--- config.mk ---
export PLATFORM = sky130hd
export DESIGN_NAME = bp_cfg_boot_loader
export DESIGN_NICKNAME = d
export VERILOG_FILES = /design/src/rtl/bp_cfg_boot_loader.sv
export SDC_FILE = /design/constraint.sdc
export NUM_CORES = 1
export LEC_CHECK = 0
export ABC_AREA = 1
export CAP_MARGIN = 20
export CORE_MARGIN = 2
export CORE_UTILIZATION = 35
export DETAILED_ROUTE_END_ITERATION = 6
export DONT_BUFFER_PORTS = 1
export SLEW_MARGIN = 30
export SYNTH_ARGS = -nofsm -noshare
export SYNTH_HDL_FRONTEND = slang
export SYNTH_SLANG_ARGS = --single-unit
--- constraint.sdc ---
create_clock -name clk_i -period 1.53 [get_ports clk_i]
set_clock_uncertainty 0.1 [all_clocks]
set_input_delay 0.306 -clock clk_i [delete_from_list [all_inputs] [get_ports clk_i]]
set_output_delay 0.306 -clock clk_i [all_outputs]
set_load 0.01 [all_outputs]
--- src/rtl/bp_cfg_boot_loader.sv ---
// -----------------------------------------------------------------------------
// bp_cfg_boot_loader
//
// Post-reset configuration sequencer. For every core tile it writes
// freeze=1, core_id, cce_mode and npc over a valid/ready command channel,
// waits until all of those writes are acknowledged, then writes freeze=0 to
// every core in order and raises done_o once the last acknowledgement has
// returned. Outstanding writes are bounded by a credit counter.
//
// Ports:
//   clk_i           clock
//   reset_i         synchronous active-high reset
//   cfg_v_o         configuration write valid (registered)
//   cfg_ready_i     downstream accepts the write this cycle
//   cfg_dst_o       destination core id (registered)
//   cfg_addr_o      configuration register address (registered)
//   cfg_data_o      configuration write data (registered)
//   cfg_ack_v_i     write acknowledgement, one per accepted write
//   cfg_ack_yumi_o  acknowledgement consumed (combinational, 0 in e_reset)
//   done_o          configuration complete, held until the next reset
//
// Also contains bp_cfg_boot_loader_checker, a protocol checker that watches
// the credit counter for acknowledgements arriving with nothing outstanding.
// -----------------------------------------------------------------------------
module bp_cfg_boot_loader #(
    parameter int unsigned num_core_p       = 32'd1,
    parameter int unsigned core_id_width_p  = 32'd4,
    parameter int unsigned cfg_addr_width_p = 32'd8,
    parameter int unsigned cfg_data_width_p = 32'd64,
    parameter logic [63:0] boot_pc_p        = 64'h0000_0000_8000_0000,
    parameter int unsigned cce_mode_p       = 32'd0,
    parameter int unsigned max_credits_p    = 32'd4
) (
    input  logic                        clk_i,
    input  logic                        reset_i,
    output logic                        cfg_v_o,
    input  logic                        cfg_ready_i,
    output logic [core_id_width_p-1:0]  cfg_dst_o,
    output logic [cfg_addr_width_p-1:0] cfg_addr_o,
    output logic [cfg_data_width_p-1:0] cfg_data_o,
    input  logic                        cfg_ack_v_i,
    output logic                        cfg_ack_yumi_o,
    output logic                        done_o
);

    localparam int unsigned credit_width_lp = $clog2(max_credits_p + 32'd1);
    localparam logic [credit_width_lp-1:0] max_credits_lp = credit_width_lp'(max_credits_p);
    localparam logic [credit_width_lp-1:0] credit_zero_lp = {credit_width_lp{1'b0}};
    localparam logic [credit_width_lp-1:0] credit_one_lp  = credit_width_lp'(32'd1);
    localparam logic [core_id_width_p-1:0] last_core_lp   = core_id_width_p'(num_core_p - 32'd1);
    localparam logic [core_id_width_p-1:0] core_zero_lp   = {core_id_width_p{1'b0}};
    localparam logic [core_id_width_p-1:0] core_one_lp    = core_id_width_p'(32'd1);

    // Per-core write steps; the step index doubles as the register address.
    localparam logic [1:0] step_freeze_lp  = 2'd0;
    localparam logic [1:0] step_core_id_lp = 2'd1;
    localparam logic [1:0] step_cce_lp     = 2'd2;
    localparam logic [1:0] step_npc_lp     = 2'd3;

    localparam logic [cfg_addr_width_p-1:0] addr_freeze_lp = cfg_addr_width_p'(8'h00);
    localparam logic [cfg_data_width_p-1:0] data_zero_lp   = {cfg_data_width_p{1'b0}};

    typedef enum logic [2:0] {
        e_reset         = 3'd0,
        e_send_cfg      = 3'd1,
        e_drain         = 3'd2,
        e_send_unfreeze = 3'd3,
        e_wait_acks     = 3'd4,
        e_done          = 3'd5
    } state_e;

    // Write data for one step of the per-core configuration block.
    function automatic logic [cfg_data_width_p-1:0] cfg_data_f(
        input logic [1:0]                 step,
        input logic [core_id_width_p-1:0] core
    );
        logic [cfg_data_width_p-1:0] data;
        case (step)
            step_freeze_lp:  data = cfg_data_width_p'(1'b1);
            step_core_id_lp: data = cfg_data_width_p'(core);
            step_cce_lp:     data = cfg_data_width_p'(cce_mode_p);
            step_npc_lp:     data = cfg_data_width_p'(boot_pc_p);
            default:         data = data_zero_lp;
        endcase
        return data;
    endfunction

    state_e                        state_r,  state_n_s;
    logic [core_id_width_p-1:0]    core_r,   core_n_s;
    logic [1:0]                    step_r,   step_n_s;
    logic [credit_width_lp-1:0]    credit_r, credit_n_s;
    logic                          cfg_v_r,  cfg_v_n_s;
    logic [core_id_width_p-1:0]    dst_r,    dst_n_s;
    logic [cfg_addr_width_p-1:0]   addr_r,   addr_n_s;
    logic [cfg_data_width_p-1:0]   data_r,   data_n_s;
    logic                          done_r,   done_n_s;
    logic                          xfer_s;
    logic                          ack_s;
    logic                          send_s;

    // Acks are consumed in every state except e_reset, so stale acks from an
    // aborted sequence never touch the fresh credit counter.
    assign cfg_ack_yumi_o = cfg_ack_v_i & (state_r != e_reset);

    assign cfg_v_o    = cfg_v_r;
    assign cfg_dst_o  = dst_r;
    assign cfg_addr_o = addr_r;
    assign cfg_data_o = data_r;
    assign done_o     = done_r;

    // Next-state, counter and output computation. Outputs are derived from the
    // next state/counters so they can be registered without adding latency.
    always_comb begin
        xfer_s     = cfg_v_r & cfg_ready_i;
        ack_s      = cfg_ack_yumi_o;
        state_n_s  = state_r;
        core_n_s   = core_r;
        step_n_s   = step_r;
        credit_n_s = credit_r;
        cfg_v_n_s  = 1'b0;
        dst_n_s    = core_zero_lp;
        addr_n_s   = addr_freeze_lp;
        data_n_s   = data_zero_lp;
        done_n_s   = 1'b0;
        send_s     = 1'b0;

        // Transfer and ack in the same cycle cancel; an ack with nothing
        // outstanding saturates at zero instead of wrapping.
        if (xfer_s && !ack_s) begin
            credit_n_s = credit_r + credit_one_lp;
        end else if (!xfer_s && ack_s && (credit_r != credit_zero_lp)) begin
            credit_n_s = credit_r - credit_one_lp;
        end else begin
            credit_n_s = credit_r;
        end

        case (state_r)
            e_reset: begin
                state_n_s = e_send_cfg;
                core_n_s  = core_zero_lp;
                step_n_s  = step_freeze_lp;
            end
            e_send_cfg: begin
                if (xfer_s) begin
                    if (step_r == step_npc_lp) begin
                        step_n_s = step_freeze_lp;
                        if (core_r == last_core_lp) begin
                            core_n_s  = core_zero_lp;
                            state_n_s = e_drain;
                        end else begin
                            core_n_s = core_r + core_one_lp;
                        end
                    end else begin
                        step_n_s = step_r + 2'd1;
                    end
                end else begin
                    state_n_s = e_send_cfg;
                end
            end
            e_drain: begin
                // Every core must hold a valid NPC before any core unfreezes.
                if (credit_r == credit_zero_lp) begin
                    state_n_s = e_send_unfreeze;
                end else begin
                    state_n_s = e_drain;
                end
            end
            e_send_unfreeze: begin
                if (xfer_s) begin
                    if (core_r == last_core_lp) begin
                        core_n_s  = core_zero_lp;
                        state_n_s = e_wait_acks;
                    end else begin
                        core_n_s = core_r + core_one_lp;
                    end
                end else begin
                    state_n_s = e_send_unfreeze;
                end
            end
            e_wait_acks: begin
                if (credit_r == credit_zero_lp) begin
                    state_n_s = e_done;
                end else begin
                    state_n_s = e_wait_acks;
                end
            end
            e_done: begin
                state_n_s = e_done;
            end
            default: begin
                state_n_s = e_reset;
                core_n_s  = core_zero_lp;
                step_n_s  = step_freeze_lp;
            end
        endcase

        send_s = (state_n_s == e_send_cfg) || (state_n_s == e_send_unfreeze);
        if (send_s && (credit_n_s < max_credits_lp)) begin
            cfg_v_n_s = 1'b1;
        end else begin
            cfg_v_n_s = 1'b0;
        end

        if (state_n_s == e_send_cfg) begin
            dst_n_s  = core_n_s;
            addr_n_s = cfg_addr_width_p'(step_n_s);
            data_n_s = cfg_data_f(step_n_s, core_n_s);
        end else if (state_n_s == e_send_unfreeze) begin
            dst_n_s  = core_n_s;
            addr_n_s = addr_freeze_lp;
            data_n_s = data_zero_lp;
        end else begin
            dst_n_s  = core_zero_lp;
            addr_n_s = addr_freeze_lp;
            data_n_s = data_zero_lp;
        end

        done_n_s = (state_n_s == e_done);
    end

    // Sequencer state, counters and registered outputs.
    always_ff @(posedge clk_i) begin
        if (reset_i) begin
            state_r  <= e_reset;
            core_r   <= core_zero_lp;
            step_r   <= step_freeze_lp;
            credit_r <= credit_zero_lp;
            cfg_v_r  <= 1'b0;
            dst_r    <= core_zero_lp;
            addr_r   <= addr_freeze_lp;
            data_r   <= data_zero_lp;
            done_r   <= 1'b0;
        end else begin
            state_r  <= state_n_s;
            core_r   <= core_n_s;
            step_r   <= step_n_s;
            credit_r <= credit_n_s;
            cfg_v_r  <= cfg_v_n_s;
            dst_r    <= dst_n_s;
            addr_r   <= addr_n_s;
            data_r   <= data_n_s;
            done_r   <= done_n_s;
        end
    end

endmodule

Yosys cells after proc, flatten, opt, wreduce, memory -nomap -nowiden
Cells that the tools add are included.
{ "op_classes": {"n_addsub": 4, "order_cmp": 1, "eq_ne": 12, "mux": 22, "bitwise_logic": 3, "reduce_logical": 16} }
{ "ops": {"columns": ["operator", "n"], "rows": [
  ["$pmux 64 s4", 1],
  ["$mux 4", 6],
  ["$mux 3", 7],
  ["$pmux 3 s6", 1],
  ["$pmux 4 s3", 1],
  ["$eq 3x2->1 const B", 3],
  ["$eq 3x3->1 const B", 3],
  ["$eq 2x2->1 const B", 3],
  ["$eq 3x1->1 const B", 2],
  ["$logic_not 3->1", 2],
  ["$reduce_bool 3->1", 2],
  ["$add 4x1->4 const B", 1],
  ["$logic_and 1x1->1", 4],
  ["$logic_not 4->1", 1],
  ["$mux 2", 2],
  ["$pmux 2 s2", 1],
  ["$reduce_or 4->1", 1],
  ["$add 3x1->3 const B", 1],
  ["$lt 3x3->1 const B", 1],
  ["$mux 1", 3],
  ["$reduce_or 3->1", 1],
  ["$sub 3x1->3 const B", 1],
  ["$add 2x1->2 const B", 1],
  ["$and 1x1->1", 2],
  ["6 further kinds", 7]
]} }
{ "totals": {"ff_bits": 90, "input_bits": 4, "out_inout_bits": 79, "word_cells": 68} }

Depth between registers and ports, before layout
Gate-level depths: netlist of the first run.
{ "depth": {"ltp_word": 9, "mapped_depth": 10, "depth_no_buf": 10} }

Least setup slack after synthesis of the first run
Ideal clock, no wire load.
{ "synth_path": {"kind": "flip-flop to flip-flop", "startpoint": "reg state_r[1]", "endpoint": "reg credit_r[2]", "setup_ns": 0.128, "arrival_time_ns": 1.124, "required_ns": 1.302, "slack_ns": 0.178, "stages_incl_launch_ff": 8, "n_path_buf": 0, "period_less_slack_ns": 1.352, "path_cell_list": "dfxtp_1 > inv_2 > a21oi_1 > nand3_1 > nand2_1 > nand2_1 > nand2_1 > nor2_1"} }
{ "synth_via": {"elab_chain_cells": 6, "word_cells_on_any_way": 8, "cone_classes": "2 x mux; 1 x bitwise; 5 x reduce/logical"} }
{ "synth_rtl": {"columns": ["item", "line_no", "source"], "rows": [
  ["from (decl)", "88", "state_e state_r, state_n_s;"],
  ["from (signal assigned)", "224", "state_r <= e_reset;"],
  ["from (signal assigned)", "234", "state_r <= state_n_s;"],
  ["$reduce_bool 3->1 (*)", "103", "assign cfg_ack_yumi_o = cfg_ack_v_i & (state_r != e_reset);"],
  ["$and 1x1->1 (*)", "103", null],
  ["via cfg_ack_yumi_o", "42", "output logic cfg_ack_yumi_o,"],
  ["$logic_and 1x1->1 (2 in series)", "131", "end else if (!xfer_s && ack_s && (credit_r != credit_zero_lp)) begin"],
  ["$mux 3", "131", null],
  ["$mux 3 (*)", "129", "if (xfer_s && !ack_s) begin"],
  ["to (signal assigned)", "227", "credit_r <= credit_zero_lp;"],
  ["to (signal assigned)", "237", "credit_r <= credit_n_s;"],
  ["to (decl)", "91", "logic [credit_width_lp-1:0] credit_r, credit_n_s;"]
]} }
Mark *: on every way through the listed nets, which the timed path passes. The rest lies on a longest branch.
A chain may end at the register's enable or synchronous reset.

Worst setup path after layout of the first run
{ "layout_path": {"startpoint": "reg state_r[1]", "endpoint": "out cfg_ack_yumi_o"} }
{ "layout_via": {"elab_chain_cells": 2} }
{ "layout_rtl": {"columns": ["item", "line_no"], "rows": [
  ["$reduce_bool 3->1", "103"],
  ["$and 1x1->1", "103"],
  ["to (decl)", "42"]
]} }
Every way passes these cells.

==> flow_metrics.tcl, run 1 <==
set metrics [dict create \
    path_delay_family "flip-flops" \
    combinationalPowerShare_pct 21.8 \
    power.share.sequential_pct 49.5 \
    synthFlopType "dfxtp_1" \
    area_delta_synth_final_pct 5.77 \
    num-fill-cells 503 \
    drive_gt1_share_pct 21.8 \
    crit_required_ns 1.12 \
    dp_cells 303 \
    hold_start "reset_i" \
    fmax_mhz 669 \
    vias_per_cell 4.16 \
    final_cells 311 \
    multi_input_area_sq_um 921 \
    ant_nets 0 \
    ios 83 \
    drc 0 \
    path_class "reg2out" \
    cp-end-kind "output pin" \
    start_util_pct 36.1 \
    avgSynthCellArea_sq_um 7.11 \
    firstDrtPassIters 4 \
    setup_violations 0 \
    drv_slew 0 \
    insertedDiodeCount 0 \
    cpMaxStageDelayCell "dfxtp_4" \
    dp_hpwl_um 2310 \
    synth_warnings 0 \
    dieArea_sq_um 5410 \
    crit_path_max_incr_delay_ns 0.39 \
    min_path_type "in2reg" \
    clkTransAtPathRegs_ns 0.09 \
    routed-via-count 1295 \
    ir_worst_vdd_mv 0.341 \
    cts_tree "built" \
    power.density_nw_per_um2 785 \
    swShare_pct 32.2 \
    synth_edf_count 0 \
    clockPowerShare_pct 28.6 \
    postPlaceCellArea_sq_um 1610 \
    crit_arrival_ns 1.09 \
    grt_pass1_vias 1063 \
    synthTopCellsByArea "dfxtp_1 30%, buf_4 29%, nand2_1 8.2%" \
    p_leak_nw 0.933 \
    max_cap_viol_count 0 \
    netlist-cell-type-count 25 \
    clockBufferDepth 2 \
    syn_area_sq_um 1690 \
    fin_crit_sh_pct 97.7 \
    power_mw 1.41 \
    wl_um 3260 \
    min_period_ns 1.50 \
    grt_usage_pct 11.0 \
    numPortBuffers 0 \
    clock_sinks 25 \
    internal_power_uw 953 \
    post_drt_wl_per_cell_um 10.5 \
    path_buf_inv 2 \
    overflow 0 \
    htree_num_levels 1 \
    core_sq_um 4690 \
    grt_max_degree 14 \
    final_util_pct 38.2 \
    p_sw_uw 453 \
    yosys.area.top_type "dfxtp_1" \
    die_w_um 73.5 \
    crit_path_max_fanout 5 \
    synth_cells 238 \
    grt_pass1_wl_um 4670 \
    synth_top_area_share_pct 29.6 \
    ys_ff_latch 25 \
    hold_violations 0 \
    startpoint_type "flip-flop" \
    drtIter0Drc 37 \
    critPathLaunch "state_r[1]$_SDFF_PP0_" \
    antenna_found_initial 0 \
    nets 268 \
    synth-async-reset-ratio_pct 0 \
    cts_root_buf "clkbuf_8" \
    numCtsBuffers 3 \
    fin_tns_setup_ns 0 \
    die_height_um 73.5 \
    synth_seq_area_share_pct 29.6 \
    cp_cell_sequence "inv_2, a21oi_4, buf_6" \
    r2r_start "state_r[0]$_SDFF_PP0_" \
    rows 25 \
    insertion_delay_ns 0.28 \
    finalWeightedCongestion 0.847 \
    status "finished clean" \
    design_area_sq_um 1790 \
    ff_latch_area_sq_um 518 \
]
## placed cells by master (no fill, tap or decap), types with 2 or more instances in the layout
cell and instances:
dfxtp_4 3, ha_1 5, o21ai_0 4, nand3_2 6
dfxtp_2 5, a21oi_2 3, xor2_1 2, nor2_2 3
xnor2_1 2, inv_1 24, nand2_1 32, nand2_2 7
nand3_1 11, inv_2 4, dfxtp_1 17, clkbuf_8 3
nor2_1 29, conb_1 65, buf_4 15, a21oi_1 2
a31oi_1 2
## power groups by stage
stage | sequential (mW) | combinational [mW] | clock (mW)
final | 0.697 | 0.307 | 0.402
after global placement | 0.710 | 0.267 | 0
after global routing | 0.700 | 0.348 | 0.424
after floorplan | 0.709 | 0.334 | 0
after CTS | 0.694 | 0.281 | 0.410
after detailed placement | 0.710 | 0.270 | 0
## sequential cells by signal, summed over array words and instances (netlist names), 2 cells and up
register    cells
cfg_data_o      5
cfg_dst_o       4
core_r          4
credit_r        3
state_r         3
cfg_addr_o      2
step_r          2
## metal layers
layer	wire (um)	track usage, %	vias up
met3	257	1.65	9
met1	1340	14.4	580
met4	86	5.05	0
met2	1570	17.8	68
met5	0	0	-
li1	-	-	638
## Yosys cell counts, drive strengths merged (2+ instances only)
library cell,count
buf,65
nand2,39
nor2,33
inv,28
dfxtp,25
nand3,17
a21oi,6
ha,6
o21ai,5
a31oi,2
nor3,2
xnor2,2
xor2,2
## worst reg2reg max path: cells and delay by family (launching register included)
kind	cells	cell delay [ns]
AO/OA/AOI/OAI	1	0.09
buffers and inverters	2	0.25
flip-flops	1	0.38
AND/OR/NAND/NOR	4	0.60
## through the flow
| stage | hold slack [ns] | worst slack [ns] |
|---|---|---|
| after detailed placement | 0.283 | -0.00730 |
| after floorplan | 0.386 | 0.178 |
| final | 0.117 | 0.0345 |
| after CTS | 0.136 | -0.00946 |
| after global placement | 0.281 | -0.00467 |
| after global routing | 0.142 | -0.0708 |
## kinds of logic after synthesis
kind of cell / after synthesis / share of synthesized area [%]
buffers and inverters: 94 / 35.3
DFF: 25 / 29.6
AOI/OAI and AO/OA: 15 / 5.10
other: 1 / 0.222
adders and majority gates: 6 / 4.43
xor gates and xnor gates: 4 / 2.07
and+or+nand+nor: 93 / 23.4
## area by class of cell
class                   instances  share of cell area (%)
well taps                      54                    3.77
multi-input cells             183                    51.4
clock buffers                   4                    2.52
inverters                      28                    5.87
repair buffers                 17                    7.48
flip-flops and latches         25                    28.9
## final timing paths
path	slack, ns	cells past startpoint	endpoint
setup reg to reg	0.04	7	core_r[0]$_SDFF_PP0_
setup / recovery	0.03	3	cfg_ack_yumi_o
hold / removal	0.12	3	cfg_data_o[2]$_SDFF_PP0_
hold reg to reg	0.42	2	credit_r[1]$_SDFFE_PP0P_
## timing repair
| item | 4_1_cts | 5_1_grt |
|---|---|---|
| pin swaps | 0 | 7 |
| hold buffers | 1 | 0 |
| endpoints found under the setup margin | 4 | 21 |
| gates resized for setup | 5 | 31 |
| setup buffers | 0 | 3 |
| hold endpoints to repair | 10 | 0 |
(Power assumes the default switching activity.)
==> run 2, diff against run 1 <==
--- a/config.mk
+++ b/config.mk
@@ -11,6 +11,8 @@
 export CORE_UTILIZATION = 35
 export DETAILED_ROUTE_END_ITERATION = 6
 export DONT_BUFFER_PORTS = 1
+export GPL_ROUTABILITY_DRIVEN = 1
+export PLACE_DENSITY = 0.6
 export SLEW_MARGIN = 30
 export SYNTH_ARGS = -nofsm -noshare
 export SYNTH_HDL_FRONTEND = slang
==> results of run 2 <==
No change in the layout: final DEF, timing and power equal those of run 1.
==> run 3, diff against run 2 <==
--- a/config.mk
+++ b/config.mk
@@ -12,7 +12,7 @@
 export DETAILED_ROUTE_END_ITERATION = 6
 export DONT_BUFFER_PORTS = 1
 export GPL_ROUTABILITY_DRIVEN = 1
-export PLACE_DENSITY = 0.6
+export PLACE_DENSITY = 0.62
 export SLEW_MARGIN = 30
 export SYNTH_ARGS = -nofsm -noshare
 export SYNTH_HDL_FRONTEND = slang
==> constraint.sdc (replaced) <==
create_clock -name clk_i -period 1.25 [get_ports clk_i]
set_clock_uncertainty 0.1 [all_clocks]
set_input_delay 0.25 -clock clk_i [delete_from_list [all_inputs] [get_ports clk_i]]
set_output_delay 0.25 -clock clk_i [all_outputs]
set_load 0.01 [all_outputs]
==> flow_metrics.tcl, run 3 (synthesis results as in run 1) <==
set metrics [dict create \
    status "finished with violations" \
    violations "negative setup slack" \
    slew_headroom_pct 66.2 \
    overflow 0 \
    final_util_pct 46.4 \
    largest_register_ffs 5 \
    drv_slew 0 \
    startpoint_type "flip-flop" \
    power.density_nw_per_um2 858 \
    critPathLaunch "state_r[2]$_SDFF_PP0_" \
    fmax_mhz 675 \
    grt_max_degree 14 \
    drtIter0Drc 61 \
    ios 83 \
    cp-end-kind "output pin" \
    cts_tree "built" \
    worstSetupPathDepth 4 \
    cpMaxStageDelayCell "dfxtp_4" \
    drc 0 \
    layout_common_cells "65 x conb_1, 29 x buf_4, 25 x nor2_1" \
    rows 25 \
    grt_pass1_vias 1164 \
    htree_num_levels 1 \
    postPlaceCellArea_sq_um 1790 \
    clock_sinks 25 \
    nets 288 \
    dieArea_sq_um 5410 \
    die_height_um 73.5 \
    clockBufferDepth 2 \
    max_cap_viol_count 0 \
    grt_usage_pct 12.9 \
    insertion_delay_ns 0.28 \
    crit_path_max_fanout 6 \
    vias_per_cell 4.11 \
    p_leak_nw 1.08 \
    clkTransAtPathRegs_ns 0.09 \
    worst_slack_ns -0.232 \
    path_buf_inv 2 \
    tightest_slew_ns 0.505 \
    fin_tns_setup_ns -3.03 \
    path_class "reg2out" \
    crit_arrival_ns 1.13 \
    design_area_sq_um 2180 \
    die_w_um 73.5 \
    firstDrtPassIters 4 \
    grt_pass1_wl_um 5330 \
    antenna_found_initial 0 \
    crit_path_max_incr_delay_ns 0.42 \
    numPortBuffers 0 \
    insertedDiodeCount 0 \
    num-fill-cells 465 \
    hold_violations 0 \
    reg2reg_depth 8 \
    finalWeightedCongestion 0.866 \
    fin_crit_sh_pct 119 \
    multi_input_area_sq_um 1110 \
    numCtsBuffers 3 \
    setup_violations 25 \
    dp_hpwl_um 2490 \
    crit_required_ns 0.90 \
    min_period_ns 1.48 \
    ant_nets 0 \
    area_delta_synth_final_pct 28.5 \
    routed-via-count 1362 \
    r2r_start "state_r[2]$_SDFF_PP0_" \
    rsz0062_at_grt "true" \
    core_sq_um 4690 \
    min_path_cells 3 \
    wl_um 3620 \
    cts_root_buf "clkbuf_8" \
    min_path_type "in2reg" \
    post_drt_wl_per_cell_um 10.9 \
    hold_start "reset_i" \
    start_util_pct 36.1 \
    final_common_cell "conb_1" \
    ir_worst_vdd_mv 0.354 \
    ff_latch_area_sq_um 526 \
    path_delay_family "flip-flops" \
    critPathMostFrequentCell "buf_6" \
    reg2reg_slack_ns -0.22 \
    drive_gt1_share_pct 38.6 \
    cp_cell_sequence "nor2_4, buf_6, a21oi_4, buf_6" \
]
## run 3: cell types whose count changed in the layout (fill, tap and decap cells not counted), sizes merged
| cell | change |
|---|---|
| buf | +20 |
## run 3: stage by stage
step	worst slack [ns]	std cells	hold WS (ns)	power [mW]
2_1_floorplan	-0.0233	302	0.351	1.29
3_3_place_gp	-0.202	319	0.218	1.26
3_5_place_dp	-0.207	319	0.219	1.27
4_1_cts	-0.209	329	0.0917	1.81
5_1_grt	-0.286	331	0.0581	1.98
6_report	-0.232	331	0.0615	1.87
## run 3: area by class of cell
class | count | share of cell area, %
timing repair buffer | 37 | 14.5
sequential | 25 | 24.2
multi-input combinational | 183 | 50.9
tap | 54 | 3.11
clock buffer | 4 | 2.07
inverter | 28 | 5.29
## run 3: power breakdown
group | internal [mW] | leakage, nW | switching, mW
Combinational | 0.205 | 0.851 | 0.333
Clock | 0.229 | 0.0228 | 0.255
Sequential | 0.822 | 0.209 | 0.0252
Total | 1.25 | 1.08 | 0.613
## run 3: path summary, 6_finish.rpt
check / endpoint
worst max register to register: cfg_data_o[31]$_SDFF_PP0_
worst min-delay path: cfg_data_o[2]$_SDFF_PP0_
worst max-delay path: cfg_ack_yumi_o
worst min register to register: credit_r[1]$_SDFFE_PP0P_
## run 3: repair_timing
action	4_1_cts	5_1_grt
hold buffers	1	0
pin swaps	3	15
gates resized for setup	29	46
hold endpoints to repair	10	0
setup buffers	5	5
setup endpoints to repair	26	26
## run 3: tightest hold or removal path: cells and delay by family
kind	cells	cell delay, ns
AO/OA/AOI/OAI	1	0.02
AND/OR/NAND/NOR	2	0.13
## run 3: routing by layer
layer	vias to the layer above	global-route usage (%)	share of wire, %
met5	-	0	0
met4	0	6.26	1.2
met3	5	4.12	6.6
met2	62	21.6	53
met1	616	14.8	39
li1	679	-	-
